### src/rtl/sa_pkg.sv
`default_nettype none
// ============================================================================
// Module   : sa_pkg
// Brief    : Shared widths, default configuration and result-entry layout for
//            the systolic-array result collector.
// Revision : 1.0 - initial release
// ============================================================================
package sa_pkg;

  // Default configuration of the PE grid feeding the collector.
  localparam int SA_D_W        = 8;
  localparam int SA_ACC_W      = 2 * SA_D_W;
  localparam int SA_N          = 4;
  localparam int SA_M          = 4;
  localparam int SA_FIFO_DEPTH = 8;

  // Index width for a counter over n values; never narrower than one bit so
  // degenerate 1-row / 1-column grids still get a legal vector.
  function automatic int idx_w(input int n);
    return (n > 1) ? $clog2(n) : 1;
  endfunction

  localparam int SA_ROW_W = idx_w(SA_N);
  localparam int SA_COL_W = idx_w(SA_M);

  // Layout of one buffered result for the default grid: row tag above the
  // accumulated value. The collector packs entries with the same ordering
  // for any parameter override.
  typedef struct packed {
    logic [SA_ROW_W-1:0] row;
    logic [SA_ACC_W-1:0] data;
  } sa_entry_t;

endpackage
`default_nettype wire

### src/rtl/sa_col_fifo.sv
`default_nettype none
// ============================================================================
// Module   : sa_col_fifo
// Brief    : Synchronous single-clock FIFO for one array column. Read data is
//            the head entry, valid whenever empty is low; no write-to-read
//            bypass. A push into a full FIFO is accepted only when a pop
//            happens in the same cycle.
// Revision : 1.0 - initial release
// ============================================================================
module sa_col_fifo #(
  parameter int WIDTH = 18,
  parameter int DEPTH = 8
) (
  input  logic             clk,
  input  logic             rst,
  input  logic             push,
  input  logic [WIDTH-1:0] push_data,
  input  logic             pop,
  output logic [WIDTH-1:0] pop_data,
  output logic             full,
  output logic             empty
);

  localparam int AW = $clog2(DEPTH);

  logic [WIDTH-1:0] mem [DEPTH];
  logic [AW:0]      wr_ptr;
  logic [AW:0]      rd_ptr;
  logic             do_push;
  logic             do_pop;

  // Pointers carry an extra wrap bit so full and empty are distinguishable.
  assign empty    = (wr_ptr == rd_ptr);
  assign full     = (wr_ptr[AW] != rd_ptr[AW]) && (wr_ptr[AW-1:0] == rd_ptr[AW-1:0]);
  assign do_pop   = pop && !empty;
  assign do_push  = push && (!full || do_pop);
  assign pop_data = mem[rd_ptr[AW-1:0]];

  // Pointer update; reset empties the FIFO without clearing storage.
  always_ff @(posedge clk) begin
    if (rst) begin
      wr_ptr <= '0;
      rd_ptr <= '0;
    end else begin
      if (do_push) wr_ptr <= wr_ptr + (AW+1)'(1);
      if (do_pop)  rd_ptr <= rd_ptr + (AW+1)'(1);
    end
  end

  // Storage write; ignored during reset so a discarded tile leaves no trace.
  always_ff @(posedge clk) begin
    if (!rst && do_push) mem[wr_ptr[AW-1:0]] <= push_data;
  end

endmodule
`default_nettype wire

### src/rtl/sa_result_collector.sv
`default_nettype none
// ============================================================================
// Module   : sa_result_collector
// Brief    : Captures unthrottled per-column result beats from the bottom row
//            of the PE grid into per-column FIFOs with row tags, then drains
//            one tile column by column onto a ready/valid stream tagged with
//            row/column indices and an end-of-tile marker.
// Revision : 1.0 - initial release
// ============================================================================
module sa_result_collector
  import sa_pkg::*;
#(
  parameter int  D_W        = SA_D_W,
  parameter int  N          = SA_N,
  parameter int  M          = SA_M,
  parameter int  FIFO_DEPTH = SA_FIFO_DEPTH,
  localparam int ACC_W      = 2 * D_W,
  localparam int ROW_W      = idx_w(N),
  localparam int COL_W      = idx_w(M)
) (
  input  logic               clk,
  input  logic               rst,
  input  logic [M*ACC_W-1:0] col_data,
  input  logic [M-1:0]       col_valid,
  output logic [ACC_W-1:0]   m_data,
  output logic [ROW_W-1:0]   m_row,
  output logic [COL_W-1:0]   m_col,
  output logic               m_last,
  output logic               m_valid,
  input  logic               m_ready,
  output logic               overflow,
  output logic               busy
);

  localparam int ENT_W = ROW_W + ACC_W;

  logic [ROW_W-1:0] row_cnt [M];
  logic [ENT_W-1:0] fifo_q  [M];
  logic [M-1:0]     fifo_full;
  logic [M-1:0]     fifo_empty;
  logic [M-1:0]     pop_vec;
  logic [M-1:0]     drop_vec;

  logic [COL_W-1:0] cur_col;
  logic [COL_W-1:0] cur_col_nxt;
  logic [ROW_W-1:0] cur_row_cnt;
  logic [ROW_W-1:0] cur_row_nxt;
  logic [ENT_W-1:0] head;
  logic             load;

  // One FIFO per column; the bottom PE shifts the last row out first, so the
  // k-th beat of a tile belongs to row N-1-k.
  for (genvar c = 0; c < M; c++) begin : g_col
    logic [ENT_W-1:0] push_ent;

    assign push_ent    = {ROW_W'(N-1) - row_cnt[c], col_data[c*ACC_W +: ACC_W]};
    assign drop_vec[c] = col_valid[c] && fifo_full[c] && !pop_vec[c];

    sa_col_fifo #(
      .WIDTH (ENT_W),
      .DEPTH (FIFO_DEPTH)
    ) u_fifo (
      .clk       (clk),
      .rst       (rst),
      .push      (col_valid[c]),
      .push_data (push_ent),
      .pop       (pop_vec[c]),
      .pop_data  (fifo_q[c]),
      .full      (fifo_full[c]),
      .empty     (fifo_empty[c])
    );
  end

  // Arrival counters advance on every beat, dropped or not, so the tags of
  // later beats stay aligned with the physical row order.
  always_ff @(posedge clk) begin
    if (rst) begin
      for (int c = 0; c < M; c++) row_cnt[c] <= '0;
    end else begin
      for (int c = 0; c < M; c++) begin
        if (col_valid[c]) begin
          row_cnt[c] <= (row_cnt[c] == ROW_W'(N-1)) ? '0 : row_cnt[c] + ROW_W'(1);
        end
      end
    end
  end

  assign head = fifo_q[cur_col];
  assign load = (!m_valid || m_ready) && !fifo_empty[cur_col];
  assign busy = !(&fifo_empty) || m_valid;

  // Only the column currently being drained is ever popped.
  always_comb begin
    pop_vec = '0;
    for (int c = 0; c < M; c++) begin
      pop_vec[c] = load && (cur_col == COL_W'(c));
    end
  end

  // Drain position register: column being drained and results taken from it.
  always_ff @(posedge clk) begin
    if (rst) begin
      cur_col     <= '0;
      cur_row_cnt <= '0;
    end else begin
      cur_col     <= cur_col_nxt;
      cur_row_cnt <= cur_row_nxt;
    end
  end

  // Drain position advance: N results per column, columns 0..M-1 per tile.
  always_comb begin
    cur_col_nxt = cur_col;
    cur_row_nxt = cur_row_cnt;
    if (load) begin
      if (cur_row_cnt == ROW_W'(N-1)) begin
        cur_row_nxt = '0;
        cur_col_nxt = (cur_col == COL_W'(M-1)) ? '0 : cur_col + COL_W'(1);
      end else begin
        cur_row_nxt = cur_row_cnt + ROW_W'(1);
      end
    end
  end

  // Output register: refills whenever it is free or being accepted, holds
  // steady while the consumer stalls.
  always_ff @(posedge clk) begin
    if (rst) begin
      m_valid <= 1'b0;
      m_data  <= '0;
      m_row   <= '0;
      m_col   <= '0;
      m_last  <= 1'b0;
    end else if (load) begin
      m_valid <= 1'b1;
      m_data  <= head[ACC_W-1:0];
      m_row   <= head[ENT_W-1:ACC_W];
      m_col   <= cur_col;
      m_last  <= (cur_col == COL_W'(M-1)) && (cur_row_cnt == ROW_W'(N-1));
    end else if (m_ready) begin
      m_valid <= 1'b0;
    end
  end

  // Sticky overflow: any beat lost to a full column FIFO.
  always_ff @(posedge clk) begin
    if (rst) overflow <= 1'b0;
    else if (|drop_vec) overflow <= 1'b1;
  end

endmodule
`default_nettype wire
### config.mk
export PLATFORM = sky130hd
export DESIGN_NAME = sa_result_collector
export DESIGN_NICKNAME = d
export VERILOG_FILES = /design/src/rtl/sa_pkg.sv /design/src/rtl/sa_col_fifo.sv /design/src/rtl/sa_result_collector.sv
export SDC_FILE = /design/constraint.sdc
export NUM_CORES = 1
export LEC_CHECK = 0
export BUFFER_PORTS_ARGS = -buffer_cell sky130_fd_sc_hd__buf_2
export CORE_MARGIN = 10
export CORE_UTILIZATION = 56
export CTS_CLUSTER_DIAMETER = 60
export CTS_CLUSTER_SIZE = 14
export DETAILED_ROUTE_END_ITERATION = 10
export GPL_ROUTABILITY_DRIVEN = 0
export PLACE_DENSITY = 0.76
export REMOVE_ABC_BUFFERS = 1
export SETUP_SLACK_MARGIN = 0.2
export SLEW_MARGIN = 15
export SYNTH_ARGS = -nofsm -noshare
export SYNTH_HDL_FRONTEND = slang
export SYNTH_SLANG_ARGS = --single-unit
### constraint.sdc
create_clock -name clk -period 4.2 [get_ports clk]
set_input_delay 0.21 -clock clk [delete_from_list [all_inputs] [get_ports clk]]
set_output_delay 0.21 -clock clk [all_outputs]
set_load 0.01 [all_outputs]
-- Yosys cells after proc, flatten, opt, wreduce, memory -nomap -nowiden
Memory sizes are Yosys's and may differ from the RTL's. A register that Yosys moved wholly into a read port is not among the register bits.
Index checks and enable logic that the tools add are counted.
- $lt $le $gt $ge: 2
- add/sub/neg operators: 18
- reduce and logical (&&, ||, !) cells: 57
- bitwise operators: 5
- equal/unequal tests: 20
- muxes and demuxes: 47
- operator list (kind ; number):
    $bmux W18 S2 ; 1
    $mux W18 ; 2
    $add A4 B1 Y4 const B ; 8
    $logic_and A1 B1 Y1 ; 30
    $mux W1 ; 25
    $mux W3 ; 8
    $mux W2 ; 10
    $eq A4 B4 Y1 ; 4
    $logic_not A1 Y1 ; 16
    $eq A2 B2 Y1 const B ; 7
    $add A2 B1 Y2 const B ; 6
    $eq A3 B3 Y1 ; 4
    $sub A2 B2 Y2 const A ; 4
    $logic_or A1 B1 Y1 ; 6
    $ne A1 B1 Y1 ; 4
    $or A1 B1 Y1 ; 4
    $reduce_and A4 Y1 ; 1
    $reduce_or A4 Y1 ; 1
    $ge A3 B3 Y1 const B ; 1
    $lt A2 B3 Y1 const B ; 1
    $not A2 Y3 ; 1
    $bmux W1 S2 ; 1
    $eq A2 B1 Y1 const B ; 1
    $logic_not A2 Y1 ; 1
    other kinds (2) ; 2
- memories kept: 5
- logic and storage cells: 170
- memory bits (writable): 584
- bits in registers: 59
- memory list (name ; depth ; bits a word ; read ports ; clocked after memory_dff ; write ports ; line ; RTL):
    g_col[0].u_fifo.mem ; 8 ; 18 ; 1 ; 1 ; 1 ; sa_col_fifo.sv:26 ; logic [WIDTH-1:0] mem [DEPTH];
    g_col[1].u_fifo.mem ; 8 ; 18 ; 1 ; 1 ; 1 ; sa_col_fifo.sv:26 ;
    g_col[2].u_fifo.mem ; 8 ; 18 ; 1 ; 1 ; 1 ; sa_col_fifo.sv:26 ;
    g_col[3].u_fifo.mem ; 8 ; 18 ; 1 ; 1 ; 1 ; sa_col_fifo.sv:26 ;
    row_cnt ; 4 ; 2 ; 4 ; 0 ; 4 ; sa_result_collector.sv:37 ; logic [ROW_W-1:0] row_cnt [M];

-- Logic depth before layout (Yosys ltp)
Gate-level depths: netlist of the first run.
- word-level depth: 12
- depth in mapped cells: 8

-- Hierarchy
Synthesis of the first run repeated with hierarchy kept, for this count alone.
- cells, all modules: 1370
- area total of the unflattened synthesis: 26497.9 µm²
- modules (own cells, without submodules) (module ; area an instance (µm²) ; cells each ; instances):
    sa_col_fifo (g_col[1].u_fifo ...) ; 6133.4 ; 293 ; 3
    sa_col_fifo (g_col[0].u_fifo) ; 6107.1 ; 293 ; 1
    sa_result_collector ; 1990.7 ; 198 ; 1

-- Worst setup path after synthesis of the first run
OpenSTA, ideal clock, no wires.
- path type: reg-to-reg
- start point: register cur_col[0]
- end point: memory g_col[0].u_fifo.mem[5][0] (enable)
- data arrival time: 3.600 ns
- setup time: 0.446 ns
- period minus slack after synthesis: 4.046 ns
- buffers on the path: 1
- cell stages (with the launch flop): 8
- setup slack: 0.154 ns
- cell sequence: dfxtp_1 -> clkinv_1 -> buf_1 -> ha_1 -> nand2_1 -> nor3_1 -> o21ai_2 -> nor4b_1
- word-level cells in the longest chain between the ends: 11
- elaborated cells on any way between the ends: 12
- classes of those cells: mux: 4; reduce/logical: 8
- ends and longest elaborated chain (element ; line ; RTL):
    start, declared ; sa_result_collector.sv:44 ; logic [COL_W-1:0] cur_col;
    start signal, assigned ; sa_result_collector.sv:106 ; cur_col <= cur_col_nxt;
    $bmux W1 S2 ; sa_result_collector.sv:89 ; assign load = (!m_valid || m_ready) && !fifo_empty[cur_col];
    $mux W1 (not written as such) ; sa_result_collector.sv:89 ;
    $logic_not A1 Y1 ; sa_result_collector.sv:89 ;
    $logic_and A1 B1 Y1 ; sa_result_collector.sv:89 ;
    $logic_and A1 B1 Y1 * ; sa_result_collector.sv:96 ; pop_vec[c] = load && (cur_col == COL_W'(c));
    $logic_and A1 B1 Y1 * ; sa_col_fifo.sv:35 ; assign do_pop = pop && !empty;
    $logic_or A1 B1 Y1 * ; sa_col_fifo.sv:36 ; assign do_push = push && (!full || do_pop);
    $logic_and A1 B1 Y1 * ; sa_col_fifo.sv:36 ;
    $logic_and A1 B1 Y1 * ; sa_col_fifo.sv:52 ; if (!rst && do_push) mem[wr_ptr[AW-1:0]] <= push_data;
    $mux W1 * ; sa_col_fifo.sv:52 ;
    $mux W1 (not written as such) * ; sa_col_fifo.sv:52 ;
    end, declared ; sa_col_fifo.sv:26 ;
Mark *: on every way between the ends. The rest lies on a longest branch, timed or not. The select of a mux whose other input is x is not followed.

-- Worst setup path after layout of the first run
- start point: register g_col[0].u_fifo.wr_ptr[0]
- end point: memory g_col[0].u_fifo.mem[7][11] (enable)
- word-level cells in the longest chain between the ends: 12
- elaborated cells on any way between the ends: 16
- classes of those cells: eq/ne: 2; mux: 4; reduce/logical: 10
- ends and longest elaborated chain (element ; line ; RTL):
    start, declared ; sa_col_fifo.sv:27 ; logic [AW:0] wr_ptr;
    start signal, assigned ; sa_col_fifo.sv:45 ; if (do_push) wr_ptr <= wr_ptr + (AW+1)'(1);
    $eq A4 B4 Y1 ; sa_col_fifo.sv:33 ; assign empty = (wr_ptr == rd_ptr);
    $bmux W1 S2 ; sa_result_collector.sv:89 ;
    $mux W1 (not written as such) ; sa_result_collector.sv:89 ;
    $logic_not A1 Y1 ; sa_result_collector.sv:89 ;
    $logic_and A1 B1 Y1 ; sa_result_collector.sv:89 ;
    $logic_and A1 B1 Y1 ; sa_result_collector.sv:96 ;
    $logic_and A1 B1 Y1 ; sa_col_fifo.sv:35 ;
    $logic_or A1 B1 Y1 ; sa_col_fifo.sv:36 ;
    $logic_and A1 B1 Y1 ; sa_col_fifo.sv:36 ;
    $logic_and A1 B1 Y1 ; sa_col_fifo.sv:52 ;
    $mux W1 ; sa_col_fifo.sv:52 ;
    $mux W1 (not written as such) ; sa_col_fifo.sv:52 ;
Parallel ways exist; a longest one is shown, timed or not. The select of a mux whose other input is x is not followed.

==> results.sh, run 1 <==
export IMPL_synth_common_cells="584 x edfxtp_1, 162 x mux4_2, 79 x mux2i_1, 71 x dfxtp_1, 41 x a21oi_1"
export IMPL_power_mw=13.57
export IMPL_synth_simple_area_share_pct=3.765
export IMPL_yosys_warnings=0
export IMPL_yosysTopAreaCellShare_pct=67.73
export IMPL_clockBufferDepth=3
export IMPL_syn_area_per_cell_sq_um=20.16
export IMPL_fp_dieArea_sq_mm=0.05523
export IMPL_mappedNetlistArea_sq_mm=0.02589
export IMPL_dr_pass1_iters=5
export IMPL_multi_input_area_sq_mm=0.006669
export IMPL_outcome="finished, final reports clean"
export IMPL_root_buffer="clkbuf_16"
export IMPL_cts_resized=0
export IMPL_drive_gt1_share_pct=27.40
export IMPL_yosys_register_bits=655
export IMPL_clock_sinks=655
export IMPL_cap_violations=0
export IMPL_worst_pin_slew_ns=1.098
export IMPL_clkLatencyLatePin_ns=0.60
export IMPL_synthDominantAreaCellType="edfxtp_1"
export IMPL_path_cells="xnor2_1 -> nand4b_2 -> o22ai_4 -> nor3_1 -> o21ai_2 -> nor2b_2"
export IMPL_avgRoutedWirePerCell_microns=26.05
export IMPL_slowest_stage="nor2b_2"
export IMPL_hpwl_microns=35530
export IMPL_crit_end="g_col[0].u_fifo.mem[7][11]$_DFFE_PP_"
export IMPL_vias_per_cell=6.052
export IMPL_finalMaxSlewViolations=0
export IMPL_fin_skew_ns=0.02045
export IMPL_layout_min_cycle_time_ns=3.241
export IMPL_synthFlopType="edfxtp_1"
export IMPL_grt_overflow_total=0
export IMPL_drcViolationCount=0
export IMPL_hold_class="in -> reg"
export IMPL_path_clk_slew_ns=0.07
export IMPL_fillers=2954
export IMPL_ant_nets=0
export IMPL_r2r_start="g_col[0].u_fifo.wr_ptr[0]$_SDFFE_PP0P_"
export IMPL_synth_edff_count=584
export IMPL_cts_tree="yes"
export IMPL_numPortBuffers=94
export IMPL_r2r_setup_slack_ns=0.96
export IMPL_critPathArrivalTime_ns=3.45
export IMPL_grt_max_degree=45
export IMPL_vias=12848
export IMPL_area_growth_pct=14.01
export IMPL_setup_violations_final=0
export IMPL_finalCritPeriodShare_pct=77.16
export IMPL_synthArstFlopShare_pct=0
export IMPL_drt_total_wl_microns=55300
export IMPL_fmax_ghz=0.3086
export IMPL_startpoint_type="register"
export IMPL_synth_most_common_cell="edfxtp_1"
export IMPL_worstPathRequired_ns=4.41
export IMPL_grt_pass1_vias=13113
export IMPL_grt_pass1_wl_microns=83960
export IMPL_cts_htree_levels=2
export IMPL_critPathMaxStageDelay_ns=0.88
export IMPL_coreArea_sq_mm=0.04558
export IMPL_io_pins=95
export IMPL_start_util_pct=56.81
export IMPL_dr_first_iter_drc_count=1175
export IMPL_endpoint_kind="register"
export IMPL_worstPathMaxFanout=18
export IMPL_tns_ns=0
export IMPL_p_leak_nw=9.284
export IMPL_critPathKind="reg -> reg"
export IMPL_reg2regPathDepth=6
export IMPL_synth_area_top_cells="edfxtp_1 68%, mux4_2 14%, dfxtp_1 5.5%"
export IMPL_nets=1568
export IMPL_die_h_microns=235.0
export IMPL_seq_area_sq_mm=0.01896
export IMPL_peakVddDrop_mv=0.4048
export IMPL_synth_top_family_by_area="multiplexers"
export IMPL_syn_inst=1284
export IMPL_synth_cell_type_count=57
export IMPL_synthXorXnorAreaFrac_pct=0.8360
export IMPL_synth_adder_area_share_pct=0.8215
export IMPL_synthMuxAreaShare_pct=17.32
export IMPL_die_x_microns=235.0
export IMPL_synth_compound_area_share_pct=2.382
export IMPL_rows=78
export IMPL_post_cts_buffers=0
export IMPL_powerDensity_mw_per_mm2=459.7
export IMPL_max_slew_margin_pct=26.45
export IMPL_r2r_end="g_col[0].u_fifo.mem[7][11]$_DFFE_PP_"
export IMPL_crit_path_start="g_col[0].u_fifo.wr_ptr[0]$_SDFFE_PP0P_"
export IMPL_hold_viol=0
export IMPL_antenna_found_initial=1
export IMPL_ys_seq_area_share_pct=73.22
export IMPL_cts_buffers=53
export IMPL_grt_usage_pct=19.98
export IMPL_rsz0062_at_grt="false"
## how the worst min path moves through the flow
stage	from	end	slack, ns	cells past startpoint
6_report	col_valid[1]	row_cnt[1][0]$_SDFFCE_PP0P_	0.07	3
5_1_grt	col_valid[1]	row_cnt[1][1]$_SDFFCE_PP0P_	0.09	3
4_1_cts	col_valid[1]	row_cnt[1][1]$_SDFFCE_PP0P_	0.04	3
3_5_place_dp	m_col[0]$_SDFFE_PP0N_	m_col[0]$_SDFFE_PP0N_	0.45	2
3_3_place_gp	m_last$_SDFFE_PP0N_	m_last$_SDFFE_PP0N_	0.44	2
2_1_floorplan	rst	register	0.28	1
## per-layer routing
layer	vias up	GRT usage [%]	share of wire, %
li1	5636	-	-
met1	6674	26.72	40
met5	-	0	0
met4	0	6.140	2.9
met3	88	4.313	6.9
met2	450	32.48	50
## worst max-delay path, delay by kind of cell (launching register included)
| family | cells | cell delay [ns] |
|---|---|---|
| xor+xnor | 1 | 0.19 |
| flops | 1 | 0.63 |
| compound gates | 2 | 0.50 |
| simple gates | 3 | 1.51 |
## report_power, final
group / switching, mW / internal (mW) / leakage (nW)
Sequential: 0.201 / 7.33 / 5.86
Combinational: 0.921 / 0.616 / 2.72
Clock: 2.13 / 2.37 / 0.706
## timing repair
item	CTS	global route
endpoints found under the hold margin	518	0
hold buffers	67	0
setup endpoints to repair	0	0
## state kept, by name (all words and copies together) (netlist names), 2 cells and up, named ones only
signal / cells
g_col.u_fifo.rd_ptr: 16
m_col: 2
m_row: 2
m_data: 16
row_cnt: 8
cur_col: 2
g_col.u_fifo.mem: 576
cur_row_cnt: 2
g_col.u_fifo.wr_ptr: 16
## kinds of logic (layout without fill, tap and decap cells)
group / after synthesis / count (layout)
other cells: 0 / 1
mux: 245 / 245
xor+xnor: 23 / 23
compound gates: 89 / 89
flops: 655 / 655
fa+ha+maj: 17 / 17
buf+inv: 93 / 331
simple gates: 162 / 162
## stage by stage
step	setup WS (ns)	cell area, sq um	util [%]	hold slack [ns]	std cells
3_3_place_gp	0.8626	27330	59.97	0.4405	1957
2_1_floorplan	-0.4081	25550	-	0.2791	1214
3_5_place_dp	0.7690	27330	59.97	0.4538	1957
4_1_cts	0.7735	29510	64.74	0.04430	2121
6_report	0.9592	29520	64.77	0.07301	2123
5_1_grt	0.7648	29520	64.76	0.09294	2122
## area by class of cell
class,instances,share of cell area (%)
sequential,655,64.24
multi-input combinational,536,22.59
timing repair buffer,211,5.235
clock buffer,94,5.014
tap,600,2.543
inverter,23,0.2925
clock inverter,3,0.07206
antenna,1,0.008477
## layout by cell type (no fill, tap or decap), types with 4 or more instances in the layout
master / instances
nor4b_2: 8
nand3_1: 18
dlygate4sd3_1: 67
o31ai_4: 4
buf_2: 94
nor3b_1: 5
nor3_2: 8
mux4_2: 162
buf_4: 47
nor2_1: 35
a21o_1: 8
a21oi_1: 41
nor4_2: 7
nor2b_1: 7
xnor2_1: 17
clkbuf_16: 53
edfxtp_1: 584
nand4_1: 6
dfxtp_2: 5
and3_1: 4
nand2_1: 30
o21ai_0: 18
clkbuf_1: 41
mux2i_1: 79
xor2_1: 4
dfxtp_1: 66
inv_1: 21
ha_1: 17
mux2_1: 4
Power figures use the tool's default switching activity.
==> inputs of run 2 (changes only) <==
--- a/config.mk
+++ b/config.mk
@@ -7,12 +7,12 @@
 export LEC_CHECK = 0
 export BUFFER_PORTS_ARGS = -buffer_cell sky130_fd_sc_hd__buf_2
 export CORE_MARGIN = 10
-export CORE_UTILIZATION = 56
+export CORE_UTILIZATION = 61
 export CTS_CLUSTER_DIAMETER = 60
 export CTS_CLUSTER_SIZE = 14
 export DETAILED_ROUTE_END_ITERATION = 10
 export GPL_ROUTABILITY_DRIVEN = 0
-export PLACE_DENSITY = 0.76
+export PLACE_DENSITY = 0.79
 export REMOVE_ABC_BUFFERS = 1
 export SETUP_SLACK_MARGIN = 0.2
 export SLEW_MARGIN = 15
==> constraint.sdc (replaced) <==
create_clock -name clk -period 3.1 [get_ports clk]
set_input_delay 0.155 -clock clk [delete_from_list [all_inputs] [get_ports clk]]
set_output_delay 0.155 -clock clk [all_outputs]
set_load 0.01 [all_outputs]
==> run 2 against run 1 <==
Effect of this change:
- register-to-register slack lost 0.59 ns
- setup slack lost 0.59 ns
- fmax grew 19%
- final cell count shrank 1.9%
- clock-buffer cell count grew 2
- critical path depth grew 2
- first-iteration DRC count grew 5.9%
- clock power grew 41%
- sequential power grew 34%
- via count grew 1.6%
- critical endpoint is now g_col[3].u_fifo.mem[0][10]$_DFFE_PP_
- largest cell class unchanged
- highest routed layer is now met5
==> results.sh, run 2 (synthesis results as in run 1) <==
export IMPL_outcome="finished, final reports clean"
export IMPL_grt_pass1_vias=13847
export IMPL_layout_min_cycle_time_ns=2.730
export IMPL_peakVddDrop_mv=0.5238
export IMPL_finalMaxSlewViolations=0
export IMPL_grt_pass1_wl_microns=85250
export IMPL_root_buffer="clkbuf_16"
export IMPL_worst_pin_slew_ns=1.065
export IMPL_powerDensity_mw_per_mm2=628.2
export IMPL_worstPathRequired_ns=3.37
export IMPL_power_frac_seq_pct=53.9
export IMPL_coreArea_sq_mm=0.04195
export IMPL_cts_htree_levels=2
export IMPL_drcViolationCount=0
export IMPL_die_x_microns=226.0
export IMPL_fmax_ghz=0.3663
export IMPL_cp_num_buf_inv=2
export IMPL_critPathArrivalTime_ns=3.00
export IMPL_grt_overflow_total=0
export IMPL_fin_skew_ns=0.03230
export IMPL_swShare_pct=24.04
export IMPL_die_h_microns=226.0
export IMPL_ant_nets=0
export IMPL_fp_dieArea_sq_mm=0.05109
export IMPL_pwr_share_comb_pct=12.2
export IMPL_cp_top_family="simple AND/OR/NAND/NOR gates"
export IMPL_critPathKind="reg -> reg"
export IMPL_rsz0062_at_grt="false"
export IMPL_grt_usage_pct=22.53
export IMPL_hpwl_microns=34130
export IMPL_fillers=2377
export IMPL_r2r_setup_slack_ns=0.37
export IMPL_preCtsSetupSlack_ns=0.2186
export IMPL_drt_total_wl_microns=56150
export IMPL_switching_power_mw=4.500
export IMPL_critPathMaxStageDelay_ns=0.56
export IMPL_path_clk_slew_ns=0.07
export IMPL_avgRoutedWirePerCell_microns=26.97
export IMPL_finalCritPeriodShare_pct=88.06
export IMPL_endpoint_kind="register"
export IMPL_clkLatencyLatePin_ns=0.61
export IMPL_cap_violations=0
export IMPL_grt_max_degree=37
export IMPL_clockBufferDepth=3
export IMPL_start_util_pct=61.72
export IMPL_worstPathMaxFanout=18
export IMPL_max_slew_margin_pct=28.88
export IMPL_slowest_stage="dfxtp_1"
export IMPL_path_cells="xnor2_1 -> nand4b_2 -> o22ai_4 -> buf_4 -> nor4_4 -> o2111ai_2 -> nor3_2 -> buf_6"
export IMPL_worst_slack_ns=0.3701
export IMPL_drive_gt1_share_pct=29.14
export IMPL_clock_sinks=655
export IMPL_p_leak_nw=9.445
export IMPL_antenna_found_initial=6
export IMPL_rows=75
export IMPL_vias=13048
export IMPL_crit_end="g_col[3].u_fifo.mem[0][10]$_DFFE_PP_"
export IMPL_cts_buffers=53
export IMPL_final_cell_mix="584 x edfxtp_1, 162 x mux4_2, 94 x buf_2"
export IMPL_cts_tree="yes"
export IMPL_dr_first_iter_drc_count=1244
export IMPL_r2r_start="g_col[0].u_fifo.wr_ptr[2]$_SDFFE_PP0P_"
export IMPL_hold_viol=0
export IMPL_numPortBuffers=94
export IMPL_reg2regPathDepth=8
export IMPL_io_pins=95
export IMPL_whs_ns=0.1022
export IMPL_vias_per_cell=6.267
export IMPL_layout_commonest_cell="edfxtp_1"
export IMPL_largest_reg_flops=576
export IMPL_r2r_end="g_col[3].u_fifo.mem[0][10]$_DFFE_PP_"
export IMPL_path_depth=8
export IMPL_clockPowerShare_pct=33.8
export IMPL_dr_pass1_iters=5
export IMPL_post_cts_buffers=0
export IMPL_internal_power_mw=14.22
export IMPL_startpoint_type="register"
export IMPL_crit_path_start="g_col[0].u_fifo.wr_ptr[2]$_SDFFE_PP0P_"
export IMPL_setup_violations_final=0
export IMPL_nets=1585
export IMPL_area_growth_pct=15.10
export IMPL_hold_class="in -> reg"
export IMPL_post_route_util_pct=71.04
[run 2: cell count changes in the layout (fill, tap and decap cells not counted), sizes merged]
cell	delta
inv	-1
dlygate4sd3	+1
buf	+16
clkinvlp	-2
clkinv	+3
diode	+1
clkbuf	+2
[run 2: worst min-delay path: stages]
cell and delay (ns):
buf_2 0.16, inv_1 0.12, nand2_1 0.12
[run 2: final cells by class]
type | count | area (sq um) | share of cell area (%)
Timing Repair Buffer | 228 | 1745 | 5.857
Inverter | 23 | 86.33 | 0.2897
Multi-Input combinational cell | 536 | 6736 | 22.61
Tap cell | 539 | 674.4 | 2.263
Antenna cell | 2 | 5.005 | 0.01679
Clock inverter | 3 | 26.28 | 0.08817
Sequential cell | 655 | 18970 | 63.65
Clock buffer | 96 | 1559 | 5.232
[run 2: timing repair]
item,CTS,global route
hold buffers,68,0
resized for setup,1,12
setup endpoints to repair,20,145
endpoints found under the hold margin,525,0
[run 2: how the worst min path moves through the flow]
stage	end	start	slack [ns]	cells after the start
2_1_floorplan	register	rst	0.22	1
3_3_place_gp	g_col[2].u_fifo.mem[4][8]$_DFFE_PP_	col_data[40]	0.42	1
3_5_place_dp	g_col[0].u_fifo.mem[2][7]$_DFFE_PP_	col_data[7]	0.42	1
4_1_cts	row_cnt[1][0]$_SDFFCE_PP0P_	col_valid[1]	0.06	3
5_1_grt	row_cnt[1][0]$_SDFFCE_PP0P_	col_valid[1]	0.09	3
6_report	row_cnt[1][0]$_SDFFCE_PP0P_	col_valid[1]	0.10	3
[run 2: power by group through the flow]
stage	combinational (mW)	sequential, mW	clock, mW
detailed placement	2.18	10.3	0
floorplan	1.16	10.4	0
global placement	2.12	10.3	0
finish	2.29	10.1	6.33
CTS	2.28	10.1	6.41
global route	2.48	10.1	6.72
[run 2: stage by stage]
| step | setup TNS (ns) | total power [mW] | area (sq um) | cells |
|---|---|---|---|---|
| floorplan | -556.32 | 11.52 | 25550 | 1214 |
| global placement | 0 | 12.38 | 27460 | 1913 |
| detailed placement | 0 | 12.46 | 27460 | 1913 |
| CTS | 0 | 18.77 | 29730 | 2080 |
| global route | 0 | 19.31 | 29800 | 2081 |
| finish | 0 | 18.72 | 29800 | 2082 |
[run 2: per-layer routing]
layer  track usage [%]  part of all wire (%)  up-vias
li1                  -                     -     5675
met1             29.31                    38     6707
met2             37.18                    51      555
met3             5.137                   8.1      107
met4             7.509                   2.9        4
met5                 0                 0.041        -
